`src/rtl/tomasulo_pkg.sv`:
```
// Shared widths, opcodes and entry-state encoding for the Tomasulo reservation station.
package tomasulo_pkg;

  localparam int TAG_W  = 3;
  localparam int DATA_W = 16;

  localparam logic [TAG_W-1:0] TAG_NONE = 3'd0;

  localparam logic [3:0] ADD = 4'b0000;
  localparam logic [3:0] SUB = 4'b0001;
  localparam logic [3:0] LD  = 4'b0010;
  localparam logic [3:0] SD  = 4'b0011;
  localparam logic [3:0] MUL = 4'b0100;

  typedef enum logic [1:0] {
    RS_FREE    = 2'd0,
    RS_WAITING = 2'd1,
    RS_READY   = 2'd2,
    RS_EXEC    = 2'd3
  } rs_state_e;

endpackage

```
`src/rtl/reservation_station_if.sv`:
```
// Issue, common-data-bus and functional-unit signals of the reservation station.
interface reservation_station_if;
  import tomasulo_pkg::*;

  logic              issue_valid;
  logic              issue_ready;
  logic [DATA_W-1:0] issue_inst;
  logic [DATA_W-1:0] issue_vj;
  logic [DATA_W-1:0] issue_vk;
  logic [TAG_W-1:0]  issue_qj;
  logic [TAG_W-1:0]  issue_qk;
  logic              cdb_valid;
  logic [TAG_W-1:0]  cdb_tag;
  logic [DATA_W-1:0] cdb_data;
  logic              uf_available;
  logic              uf_start;
  logic [DATA_W-1:0] uf_inst;
  logic [TAG_W-1:0]  uf_tag;
  logic [DATA_W-1:0] uf_reg1;
  logic [DATA_W-1:0] uf_reg2;
  logic              uf_done;
  logic [TAG_W-1:0]  uf_done_tag;

  modport slave (
    input  issue_valid, issue_inst, issue_vj, issue_vk, issue_qj, issue_qk,
    input  cdb_valid, cdb_tag, cdb_data, uf_available, uf_done, uf_done_tag,
    output issue_ready, uf_start, uf_inst, uf_tag, uf_reg1, uf_reg2
  );

  modport master (
    output issue_valid, issue_inst, issue_vj, issue_vk, issue_qj, issue_qk,
    output cdb_valid, cdb_tag, cdb_data, uf_available, uf_done, uf_done_tag,
    input  issue_ready, uf_start, uf_inst, uf_tag, uf_reg1, uf_reg2
  );

endinterface

```
`src/rtl/rs_entry.sv`:
```
// One reservation-station entry: state, operand values/tags, CDB snoop and ready flag.
// RS_WAKEUP_BYPASS_EN lets an entry dispatch in the same cycle its last operand arrives.
module rs_entry
  import tomasulo_pkg::*;
#(
  parameter int MY_TAG = 1
) (
  input  logic              clock,
  input  logic              reset,
  input  logic              i_alloc,
  input  logic [DATA_W-1:0] i_inst,
  input  logic [DATA_W-1:0] i_vj,
  input  logic [DATA_W-1:0] i_vk,
  input  logic [TAG_W-1:0]  i_qj,
  input  logic [TAG_W-1:0]  i_qk,
  input  logic              i_cdb_valid,
  input  logic [TAG_W-1:0]  i_cdb_tag,
  input  logic [DATA_W-1:0] i_cdb_data,
  input  logic              i_dispatch,
  input  logic              i_done,
  input  logic [TAG_W-1:0]  i_done_tag,
  output rs_state_e         o_state,
  output logic              o_ready,
  output logic [DATA_W-1:0] o_inst,
  output logic [DATA_W-1:0] o_vj,
  output logic [DATA_W-1:0] o_vk
);

  rs_state_e         r_state;
  logic [DATA_W-1:0] r_inst, r_vj, r_vk;
  logic [TAG_W-1:0]  r_qj, r_qk;

  // Tag 0 never matches because a zero Q means the operand is already held.
  logic w_hit_j, w_hit_k, w_iss_hit_j, w_iss_hit_k, w_wake;
  logic [DATA_W-1:0] w_vj_now, w_vk_now;
  logic [TAG_W-1:0]  w_qj_now, w_qk_now, w_iss_qj, w_iss_qk;

  assign w_hit_j     = i_cdb_valid && (r_qj != TAG_NONE) && (i_cdb_tag == r_qj);
  assign w_hit_k     = i_cdb_valid && (r_qk != TAG_NONE) && (i_cdb_tag == r_qk);
  assign w_iss_hit_j = i_cdb_valid && (i_qj != TAG_NONE) && (i_cdb_tag == i_qj);
  assign w_iss_hit_k = i_cdb_valid && (i_qk != TAG_NONE) && (i_cdb_tag == i_qk);
  assign w_vj_now    = w_hit_j ? i_cdb_data : r_vj;
  assign w_vk_now    = w_hit_k ? i_cdb_data : r_vk;
  assign w_qj_now    = w_hit_j ? TAG_NONE : r_qj;
  assign w_qk_now    = w_hit_k ? TAG_NONE : r_qk;
  assign w_iss_qj    = w_iss_hit_j ? TAG_NONE : i_qj;
  assign w_iss_qk    = w_iss_hit_k ? TAG_NONE : i_qk;
  assign w_wake      = (r_state == RS_WAITING) && (w_qj_now == TAG_NONE) && (w_qk_now == TAG_NONE);

`ifdef RS_WAKEUP_BYPASS_EN
  assign o_ready = (r_state == RS_READY) || w_wake;
`else
  assign o_ready = (r_state == RS_READY);
`endif

  assign o_state = r_state;
  assign o_inst  = r_inst;
  assign o_vj    = w_vj_now;
  assign o_vk    = w_vk_now;

  always_ff @(posedge clock) begin
    if (reset) begin
      r_state <= RS_FREE;
      r_inst  <= '0;
      r_vj    <= '0;
      r_vk    <= '0;
      r_qj    <= TAG_NONE;
      r_qk    <= TAG_NONE;
    end else begin
      case (r_state)
        RS_FREE: begin
          if (i_alloc) begin
            r_inst  <= i_inst;
            r_vj    <= w_iss_hit_j ? i_cdb_data : i_vj;
            r_vk    <= w_iss_hit_k ? i_cdb_data : i_vk;
            r_qj    <= w_iss_qj;
            r_qk    <= w_iss_qk;
            r_state <= ((w_iss_qj == TAG_NONE) && (w_iss_qk == TAG_NONE)) ? RS_READY : RS_WAITING;
          end
        end
        RS_WAITING: begin
          r_vj <= w_vj_now;
          r_vk <= w_vk_now;
          r_qj <= w_qj_now;
          r_qk <= w_qk_now;
          if (i_dispatch)  r_state <= RS_EXEC;
          else if (w_wake) r_state <= RS_READY;
        end
        RS_READY: begin
          if (i_dispatch) r_state <= RS_EXEC;
        end
        RS_EXEC: begin
          if (i_done && (i_done_tag == MY_TAG[TAG_W-1:0])) r_state <= RS_FREE;
        end
        default: r_state <= RS_FREE;
      endcase
    end
  end

endmodule

```
`src/rtl/reservation_station.sv`:
```
// Reservation station: NUM_ENTRIES rs_entry copies plus lowest-index issue and dispatch selection.
// Optional RS_WAKEUP_BYPASS_EN (handled in rs_entry) forwards CDB wakeups straight to dispatch.
module reservation_station
  import tomasulo_pkg::*;
#(
  parameter int NUM_ENTRIES = 3,
  parameter int TAG_BASE    = 1
) (
  input  logic                  clock,
  input  logic                  reset,
  reservation_station_if.slave  rs
);

  localparam int IDX_W = (NUM_ENTRIES > 1) ? $clog2(NUM_ENTRIES) : 1;

  rs_state_e               w_state [NUM_ENTRIES];
  logic [DATA_W-1:0]       w_inst  [NUM_ENTRIES];
  logic [DATA_W-1:0]       w_vj    [NUM_ENTRIES];
  logic [DATA_W-1:0]       w_vk    [NUM_ENTRIES];
  logic [NUM_ENTRIES-1:0]  w_ready, w_alloc, w_dispatch;
  logic                    w_any_free, w_found, w_start;
  logic [IDX_W-1:0]        w_sel;
  logic                    r_last_start;

  always_comb begin
    w_alloc    = '0;
    w_any_free = 1'b0;
    for (int i = 0; i < NUM_ENTRIES; i++) begin
      if ((w_state[i] == RS_FREE) && !w_any_free) begin
        w_alloc[i] = rs.issue_valid;
        w_any_free = 1'b1;
      end
    end
  end

  always_comb begin
    w_found = 1'b0;
    w_sel   = '0;
    for (int i = 0; i < NUM_ENTRIES; i++) begin
      if (w_ready[i] && !w_found) begin
        w_found = 1'b1;
        w_sel   = IDX_W'(i);
      end
    end
  end

  // Back-to-back starts are blocked so the unit sees one-cycle pulses only.
  assign w_start = rs.uf_available && !r_last_start && w_found && !reset;

  generate
    for (genvar gi = 0; gi < NUM_ENTRIES; gi++) begin : g_entry
      assign w_dispatch[gi] = w_start && (w_sel == IDX_W'(gi));
      rs_entry #(.MY_TAG(TAG_BASE + gi)) u_entry (
        .clock       (clock),
        .reset       (reset),
        .i_alloc     (w_alloc[gi]),
        .i_inst      (rs.issue_inst),
        .i_vj        (rs.issue_vj),
        .i_vk        (rs.issue_vk),
        .i_qj        (rs.issue_qj),
        .i_qk        (rs.issue_qk),
        .i_cdb_valid (rs.cdb_valid),
        .i_cdb_tag   (rs.cdb_tag),
        .i_cdb_data  (rs.cdb_data),
        .i_dispatch  (w_dispatch[gi]),
        .i_done      (rs.uf_done),
        .i_done_tag  (rs.uf_done_tag),
        .o_state     (w_state[gi]),
        .o_ready     (w_ready[gi]),
        .o_inst      (w_inst[gi]),
        .o_vj        (w_vj[gi]),
        .o_vk        (w_vk[gi])
      );
    end
  endgenerate

  assign rs.issue_ready = w_any_free;
  assign rs.uf_start    = w_start;
  assign rs.uf_inst     = w_start ? w_inst[w_sel] : '0;
  assign rs.uf_reg1     = w_start ? w_vk[w_sel]   : '0;
  assign rs.uf_reg2     = w_start ? w_vj[w_sel]   : '0;
  assign rs.uf_tag      = w_start ? (TAG_W'(TAG_BASE) + TAG_W'(w_sel)) : TAG_NONE;

  always_ff @(posedge clock) begin
    if (reset) r_last_start <= 1'b0;
    else       r_last_start <= w_start;
  end

endmodule

```
`src/flat_wrapper.sv`:
```
// flat-port wrapper written by rule: the top's interface ports become plain ports
module reservation_station_flat import tomasulo_pkg::*;
#(
  parameter int NUM_ENTRIES = 3,
  parameter int TAG_BASE    = 1
)
  (clock, reset, rs_issue_valid, rs_issue_inst, rs_issue_vj, rs_issue_vk, rs_issue_qj, rs_issue_qk, rs_cdb_valid, rs_cdb_tag, rs_cdb_data, rs_uf_available, rs_uf_done, rs_uf_done_tag, rs_issue_ready, rs_uf_start, rs_uf_inst, rs_uf_tag, rs_uf_reg1, rs_uf_reg2);
  reservation_station_if rs_i ();
  input  logic clock;
  input  logic reset;
  input wire logic [$bits(rs_i.issue_valid)-1:0] rs_issue_valid;
  input wire logic [$bits(rs_i.issue_inst)-1:0] rs_issue_inst;
  input wire logic [$bits(rs_i.issue_vj)-1:0] rs_issue_vj;
  input wire logic [$bits(rs_i.issue_vk)-1:0] rs_issue_vk;
  input wire logic [$bits(rs_i.issue_qj)-1:0] rs_issue_qj;
  input wire logic [$bits(rs_i.issue_qk)-1:0] rs_issue_qk;
  input wire logic [$bits(rs_i.cdb_valid)-1:0] rs_cdb_valid;
  input wire logic [$bits(rs_i.cdb_tag)-1:0] rs_cdb_tag;
  input wire logic [$bits(rs_i.cdb_data)-1:0] rs_cdb_data;
  input wire logic [$bits(rs_i.uf_available)-1:0] rs_uf_available;
  input wire logic [$bits(rs_i.uf_done)-1:0] rs_uf_done;
  input wire logic [$bits(rs_i.uf_done_tag)-1:0] rs_uf_done_tag;
  output wire logic [$bits(rs_i.issue_ready)-1:0] rs_issue_ready;
  output wire logic [$bits(rs_i.uf_start)-1:0] rs_uf_start;
  output wire logic [$bits(rs_i.uf_inst)-1:0] rs_uf_inst;
  output wire logic [$bits(rs_i.uf_tag)-1:0] rs_uf_tag;
  output wire logic [$bits(rs_i.uf_reg1)-1:0] rs_uf_reg1;
  output wire logic [$bits(rs_i.uf_reg2)-1:0] rs_uf_reg2;
  assign rs_i.issue_valid = rs_issue_valid;
  assign rs_i.issue_inst = rs_issue_inst;
  assign rs_i.issue_vj = rs_issue_vj;
  assign rs_i.issue_vk = rs_issue_vk;
  assign rs_i.issue_qj = rs_issue_qj;
  assign rs_i.issue_qk = rs_issue_qk;
  assign rs_i.cdb_valid = rs_cdb_valid;
  assign rs_i.cdb_tag = rs_cdb_tag;
  assign rs_i.cdb_data = rs_cdb_data;
  assign rs_i.uf_available = rs_uf_available;
  assign rs_i.uf_done = rs_uf_done;
  assign rs_i.uf_done_tag = rs_uf_done_tag;
  assign rs_issue_ready = rs_i.issue_ready;
  assign rs_uf_start = rs_i.uf_start;
  assign rs_uf_inst = rs_i.uf_inst;
  assign rs_uf_tag = rs_i.uf_tag;
  assign rs_uf_reg1 = rs_i.uf_reg1;
  assign rs_uf_reg2 = rs_i.uf_reg2;
  reservation_station #(.NUM_ENTRIES(NUM_ENTRIES), .TAG_BASE(TAG_BASE)) u_core (.clock(clock), .reset(reset), .rs(rs_i));
endmodule
```
`config.mk`:
```
export PLATFORM = sky130hd
export DESIGN_NAME = reservation_station_flat
export DESIGN_NICKNAME = d
export VERILOG_FILES = /design/src/rtl/tomasulo_pkg.sv /design/src/rtl/reservation_station_if.sv /design/src/rtl/rs_entry.sv /design/src/rtl/reservation_station.sv /design/src/flat_wrapper.sv
export SDC_FILE = /design/constraint.sdc
export NUM_CORES = 1
export LEC_CHECK = 0
export CORE_MARGIN = 5
export CORE_UTILIZATION = 32
export DETAILED_ROUTE_END_ITERATION = 10
export PLACE_DENSITY = 0.62
export SLEW_MARGIN = 20
export SYNTH_ARGS = -nofsm -noshare
export SYNTH_HDL_FRONTEND = slang
export SYNTH_SLANG_ARGS = --single-unit
```
`constraint.sdc`:
```
create_clock -name clock -period 7.2 [get_ports clock]
set_input_delay 2.16 -clock clock [delete_from_list [all_inputs] [get_ports clock]]
set_output_delay 2.16 -clock clock [all_outputs]
set_load 0.01 [all_outputs]
```
==> key figures, run 1 <==
Timing
  – Final hold slack: 0.454 ns
  – Period utilisation layout: 96.8%
  – Min cycle time layout: 6.97 ns
  – Number of setup violations in the final report: 0
  – Worst Skew: 0.0107 ns
  – Final setup margin: 0.234 ns
  – Post-route setup TNS: 0 ns
  – Max Slew Vio Count: 0
  – Worst slew margin: 28.4%
  – Slew @ Worst Pin: 1.07 ns
  – RSZ-0062 raised after global routing: no
  – Fmax: 144 MHz
  – Final Hold Fails: 0

Logic synthesis
  – Register area share after synthesis: 33.5%
  – EDFF count, synth: 0
  – Syn_nets: 1355
  – Primary FF master, synth: dfxtp_1
  – Synthesized area per cell: 8.02 um2
  – Syn Inst Count: 1260
  – Synth Cell Area: 10100 um2
  – Synth warn: 0
  – Synthesized flop and latch total: 169
  – Synth cell types: 70
  – Asr flop ratio synth: 0%

Power
  – Clock power frac: 25.4%
  – Peak supply drop: 0.212 mV
  – Sw frac: 41.3%
  – Pint: 2.22 mW
  – Psw: 1.56 mW
  – LEAKAGE: 4.75 nW
  – Tot Pwr: 3.78 mW
  – Pwr dens: 303 nW/um2
  – Register share of total power: 32.6%
  – Gate power share: 42.0%

Finish
  – Flip-flop and latch area: 3380 um2
  – Fillcell total: 3148
  – Multi-input gate area: 6090 um2
  – Final Net Count: 1441
  – Design Area, Final: 12500 um2
  – Synthesis-to-layout area growth: 23.5%
  – Finished Layout Cells: 1762
  – Final core utilization: 39.8%
  – Share of layout cells above drive strength 1: 7.58%

Clock tree
  – Clock slew at reported path FFs: 0.07 ns
  – CTS resizes: 0
  – Worst skew pair latency: 0.44 ns
  – CTS root buf: clkbuf_16
  – Hold_buf cts: 0
  – Max Root-Sink Buffers: 2
  – H-tree depth reported by CTS: 4
  – Clock sink total: 169
  – # Post-CTS Setup Buffers: 0
  – TritonCTS clock tree: yes
  – Cts bufs inserted: 17

Setup path
  – FF-to-FF Start: u_core.g_entry[1].u_entry.o_state[0]$_SDFFE_PP0P_
  – Crit path DAT: 4.81 ns
  – Reg2reg setup slack: 3.72 ns
  – CP Launch Type: input port
  – Crit path kind: in2out
  – Critical Path End Type: output pin
  – End of the critical path: rs_uf_reg1[3]
  – Data required, critical path: 5.04 ns
  – Crit path max fanout: 22
  – Critical R2R Capture: u_core.g_entry[2].u_entry.r_vk[1]$_SDFFE_PP0P_
  – R2R depth: 8
  – CP startpoint: rs_cdb_tag[1]

Job
  – Max-Cap Viols: 0

Placement
  – Worst slack at placement: 0.164 ns
  – Port bufs: 133
  – Dpl cells: 1729
  – Placed cell area: 11900 um2
  – HPWL after DPL: 23800 um
  – RePlAce Congestion: 0.878

Routing
  – TritonRoute pass-1 iters: 5
  – Vias/cell: 5.83
  – WL final: 36500 um
  – Routed len/inst: 20.7 um
  – Detailed-route via count: 10300
  – Starting DRT DRC Count: 1066
  – DRC errors left: 0
  – Antenna viol nets, final: 0

Global route
  – Pin count of the biggest net entering global routing: 62
  – Gr usage total: 20.1%
  – Vias in the first global route: 10000
  – Initial antenna violation count: 1
  – First-pass GRT wire length: 56800 um
  – Grt ovf: 0

Die
  – Die ar.: 35200 um2
  – I/O pins: 135
  – Die height: 188 um
  – Starting density of the core: 32.2%
  – Core area: 31400 um2
  – Die width: 188 um
  – Site Rows: 65

Min path
  – Worst hold-check path type: reg2reg

Outcome
  – Status: finished, final reports clean
metal layers:
layer | share of wire (%) | vias up | wire, um | track usage [%]
met5 | 0 | - | 0 | 0
met4 | 2.5 | 0 | 900 | 7.06
met3 | 7.0 | 62 | 2530 | 3.95
met2 | 47 | 454 | 17300 | 33.3
met1 | 43 | 4985 | 15800 | 26.1
li1 | - | 4773 | - | -
worst min-delay path by stage:
stage	start	to	cells after the start
3_5_place_dp	u_core.g_entry[2].u_entry.r_vk[9]$_SDFFE_PP0P_	u_core.g_entry[2].u_entry.r_vk[9]$_SDFFE_PP0P_	1
5_1_grt	u_core.g_entry[2].u_entry.o_inst[6]$_SDFFE_PP0P_	u_core.g_entry[2].u_entry.o_inst[6]$_SDFFE_PP0P_	2
3_3_place_gp	u_core.g_entry[2].u_entry.r_vk[9]$_SDFFE_PP0P_	u_core.g_entry[2].u_entry.r_vk[9]$_SDFFE_PP0P_	1
4_1_cts	u_core.g_entry[1].u_entry.o_inst[0]$_SDFFE_PP0P_	u_core.g_entry[1].u_entry.o_inst[0]$_SDFFE_PP0P_	2
6_report	u_core.g_entry[1].u_entry.o_inst[0]$_SDFFE_PP0P_	u_core.g_entry[1].u_entry.o_inst[0]$_SDFFE_PP0P_	2
2_1_floorplan	u_core.g_entry[2].u_entry.r_vk[9]$_SDFFE_PP0P_	u_core.g_entry[2].u_entry.r_vk[9]$_SDFFE_PP0P_	1
cell type report:
class | count | area share, %
inverters | 40 | 1.20
flip-flops and latches | 169 | 27.1
multi-input cells | 941 | 48.8
clock inverters | 15 | 1.41
clock buffers | 17 | 3.41
well taps | 402 | 4.03
diodes | 1 | 0.0201
repair buffers | 177 | 14.0
cells by family after synthesis:
logic type                 after synthesis  share of synthesized area, %
AOI/OAI and AO/OA                      398                          28.1
xor gates and xnor gates                16                          1.39
adders and majority gates               13                          1.61
buffers and inverters                  150                          6.58
DFF                                    169                          33.5
muxes                                  113                          11.2
other                                    1                        0.0371
and+or+nand+nor                        400                          17.6
synthesized netlist by cell type, types with 4 or more instances:
master    instances  share of area [%]
a22oi_1          19                1.4
o22ai_1          23                1.4
nor3_1           36                1.8
o32ai_1           6               0.52
nand2_1         157                5.8
a221o_1          32                3.2
buf_4             6               0.45
xnor2_1          15                1.3
o21ai_0          78                3.9
or2_2             4               0.25
a211oi_1          4               0.30
mux2i_1         109                 11
a21oi_1          74                3.7
o21bai_1          4               0.30
and3_1            8               0.50
inv_1            39                1.4
and2_1           20                1.2
o22a_1           30                2.6
buf_2            22                1.1
o21a_1            8               0.59
a22o_1           15                1.3
dfxtp_1         169                 33
a21o_1            8               0.59
clkbuf_1         70                2.6
mux2_2            4               0.45
ha_1             13                1.6
a32oi_1          23                2.0
nand3_1          18               0.89
nor2_1          130                4.8
o211ai_1          4               0.30
o21ai_1           8               0.40
buf_6             7               0.78
a221oi_1         20                1.7
o211a_1          16                1.6
buf_1             5               0.19
power by group through the flow:
| stage | Combinational, mW | Sequential (mW) | Clock, mW |
|---|---|---|---|
| after floorplan | 1.07 | 1.22 | 0 |
| after global routing | 1.74 | 1.25 | 1.02 |
| after detailed placement | 1.57 | 1.25 | 0 |
| after global placement | 1.55 | 1.25 | 0 |
| after CTS | 1.58 | 1.23 | 0.979 |
| final | 1.59 | 1.23 | 0.961 |
cell usage in the layout, fill, tap and decap left out, types with 8 or more instances in the layout:
cell type,n
o21a_1,8
buf_4,38
o22a_1,30
ha_1,13
nand2_1,157
a22oi_1,19
a21oi_1,72
inv_1,39
clkdlybuf4s50_1,132
and2_1,20
dfxtp_1,169
a22o_1,15
a221o_1,32
nor2_1,130
nor3_1,35
a221oi_1,20
and3_1,8
o21ai_0,78
nand3_1,18
o22ai_1,23
a32oi_1,23
o211a_1,16
clkbuf_16,17
a21o_1,8
xnor2_1,15
mux2i_1,109
worst max-delay path, cell delays in order:
cell and delay (ns):
clkdlybuf4s50_1 0.58, buf_4 0.23, nand2_1 0.07, a211o_1 0.31
a21oi_2 0.19, buf_12 0.21, mux2i_1 0.09, o21ai_0 0.33
clkdlybuf4s50_1 0.61
state kept, by name (all words and copies together), names as in the netlist:
name                            cells
u_core.g_entry.u_entry.o_inst      48
u_core.g_entry.u_entry.o_state      6
u_core.g_entry.u_entry.r_qj         9
u_core.g_entry.u_entry.r_qk         9
u_core.g_entry.u_entry.r_vj        48
u_core.g_entry.u_entry.r_vk        48
u_core.r_last_start                 1
No activity file was read; power rests on OpenSTA's default activity.
==> run 2, diff against run 1 <==
--- a/config.mk
+++ b/config.mk
@@ -9,6 +9,7 @@
 export CORE_UTILIZATION = 32
 export DETAILED_ROUTE_END_ITERATION = 10
 export PLACE_DENSITY = 0.62
+export REMOVE_ABC_BUFFERS = 1
 export SLEW_MARGIN = 20
 export SYNTH_ARGS = -nofsm -noshare
 export SYNTH_HDL_FRONTEND = slang
==> key figures, run 2 (same netlist as run 1, synthesis figures left out) <==
Outcome
  – Status: finished, final reports clean

Setup path
  – Data required, critical path: 5.04 ns
  – Critical Path End Type: output pin
  – Crit path max fanout: 22
  – Crit path kind: in2out
  – Crit path DAT: 4.95 ns
  – Cells along the critical path: clkdlybuf4s50_1 -> buf_12 -> or3b_1 -> a211o_1 -> a21oi_2 -> buf_12 -> mux2i_1 -> o21ai_0 -> clkdlybuf4s50_1
  – Critical-path top delay cell: clkdlybuf4s50_1
  – CP Launch Type: input port
  – Worst path max stage delay: 0.63 ns

Power
  – Pwr dens: 301 nW/um2
  – Tot Pwr: 3.73 mW
  – LEAKAGE: 4.71 nW
  – Peak supply drop: 0.197 mV

Finish
  – Commonest non-fill, non-tap cell in the layout: dfxtp_1
  – Commonest cells after routing, fill and taps aside: dfxtp_1, nand2_1, clkdlybuf4s50_1, nor2_1, mux2i_1
  – Synthesis-to-layout area growth: 22.8%
  – Finished Layout Cells: 1757
  – Share of layout cells above drive strength 1: 7.09%
  – Final Net Count: 1437

Clock tree
  – Cts bufs inserted: 17
  – # Post-CTS Setup Buffers: 0
  – H-tree depth reported by CTS: 4
  – Clock sink total: 169
  – Max Root-Sink Buffers: 2
  – Clock slew at reported path FFs: 0.07 ns
  – CTS root buf: clkbuf_16
  – CTS resizes: 0
  – Hold_buf cts: 0
  – TritonCTS clock tree: yes
  – Worst skew pair latency: 0.44 ns

Routing
  – Detailed-route via count: 10100
  – TritonRoute pass-1 iters: 7
  – Starting DRT DRC Count: 894
  – Routed len/inst: 20.3 um
  – Antenna viol nets, final: 0
  – Vias/cell: 5.75
  – WL final: 35600 um
  – DRC errors left: 0

Die
  – Site Rows: 65
  – Core area: 31400 um2
  – Starting density of the core: 32.2%
  – Die height: 188 um
  – I/O pins: 135
  – Die width: 188 um
  – Die ar.: 35200 um2

Timing
  – Worst slew margin: 24.1%
  – Period utilisation layout: 98.7%
  – Final Hold Fails: 0
  – Final setup margin: 0.0931 ns
  – Worst Skew: 0.0139 ns
  – Slew @ Worst Pin: 1.13 ns
  – Min cycle time layout: 7.11 ns
  – RSZ-0062 raised after global routing: no
  – Fmax: 141 MHz
  – Post-route setup TNS: 0 ns
  – Number of setup violations in the final report: 0
  – Max Slew Vio Count: 0
  – Final hold slack: 0.456 ns

Job
  – Max-Cap Viols: 0

Placement
  – HPWL after DPL: 23300 um
  – Dpl cells: 1725
  – RePlAce Congestion: 0.874
  – Port bufs: 133
  – Worst slack at placement: 0.192 ns

Global route
  – First-pass GRT wire length: 56300 um
  – Grt ovf: 0
  – Initial antenna violation count: 1
  – Gr usage total: 19.6%
  – Pin count of the biggest net entering global routing: 52
  – Vias in the first global route: 9858

Min path
  – Worst hold-check path type: reg2reg
## run 2: worst paths after layout
| check | slack, ns | cells past startpoint | startpoint | endpoint |
|---|---|---|---|---|
| min reg2reg | 0.46 | 2 | u_core.g_entry[0].u_entry.o_inst[10]$_SDFFE_PP0P_ | u_core.g_entry[0].u_entry.o_inst[10]$_SDFFE_PP0P_ |
| min | 0.46 | 2 | u_core.g_entry[0].u_entry.o_inst[10]$_SDFFE_PP0P_ | u_core.g_entry[0].u_entry.o_inst[10]$_SDFFE_PP0P_ |
| max | 0.09 | 9 | rs_cdb_tag[1] | rs_uf_reg1[9] |
| max reg2reg | 3.45 | 8 | u_core.g_entry[0].u_entry.o_state[0]$_SDFFE_PP0P_ | u_core.g_entry[1].u_entry.r_vj[5]$_SDFFE_PP0P_ |
## run 2: worst max-delay path, delay by kind of cell
kind,cells,cell delay [ns]
buffers and inverters,4,1.47
AND/OR/NAND/NOR,1,0.34
multiplexers,1,0.09
AO/OA/AOI/OAI,3,0.86
## run 2: per-layer routing
layer	wire length (um)	track usage, %	share of wire (%)	vias to the layer above
met5	0	0	0	-
met4	804	6.61	2.3	0
met3	2370	3.59	6.6	47
met2	16200	31.2	46	436
met1	16200	26.9	46	4864
li1	-	-	-	4750
## run 2: per-stage QoR
step | area [um2] | util [%]
floorplan | 9590 | -
global placement | 11800 | 37.7
detailed placement | 11800 | 37.7
CTS | 12400 | 39.5
global route | 12400 | 39.5
finish | 12400 | 39.5
## run 2: cell type report
type	instances	area, um2
clock inverter	13	136
inverter	40	150
timing repair buffer	173	1720
antenna	1	2.50
clock buffer	18	429
tap	402	503
sequential	169	3380
multi-input combinational	941	6090
fill	3157	19000
## run 2: report_power, final
part / internal [mW] / switching [mW] / leakage [nW]
combinational: 0.601 / 0.971 / 3.06
sequential: 1.12 / 0.117 / 1.38
clock: 0.486 / 0.438 / 0.273
total: 2.21 / 1.53 / 4.71
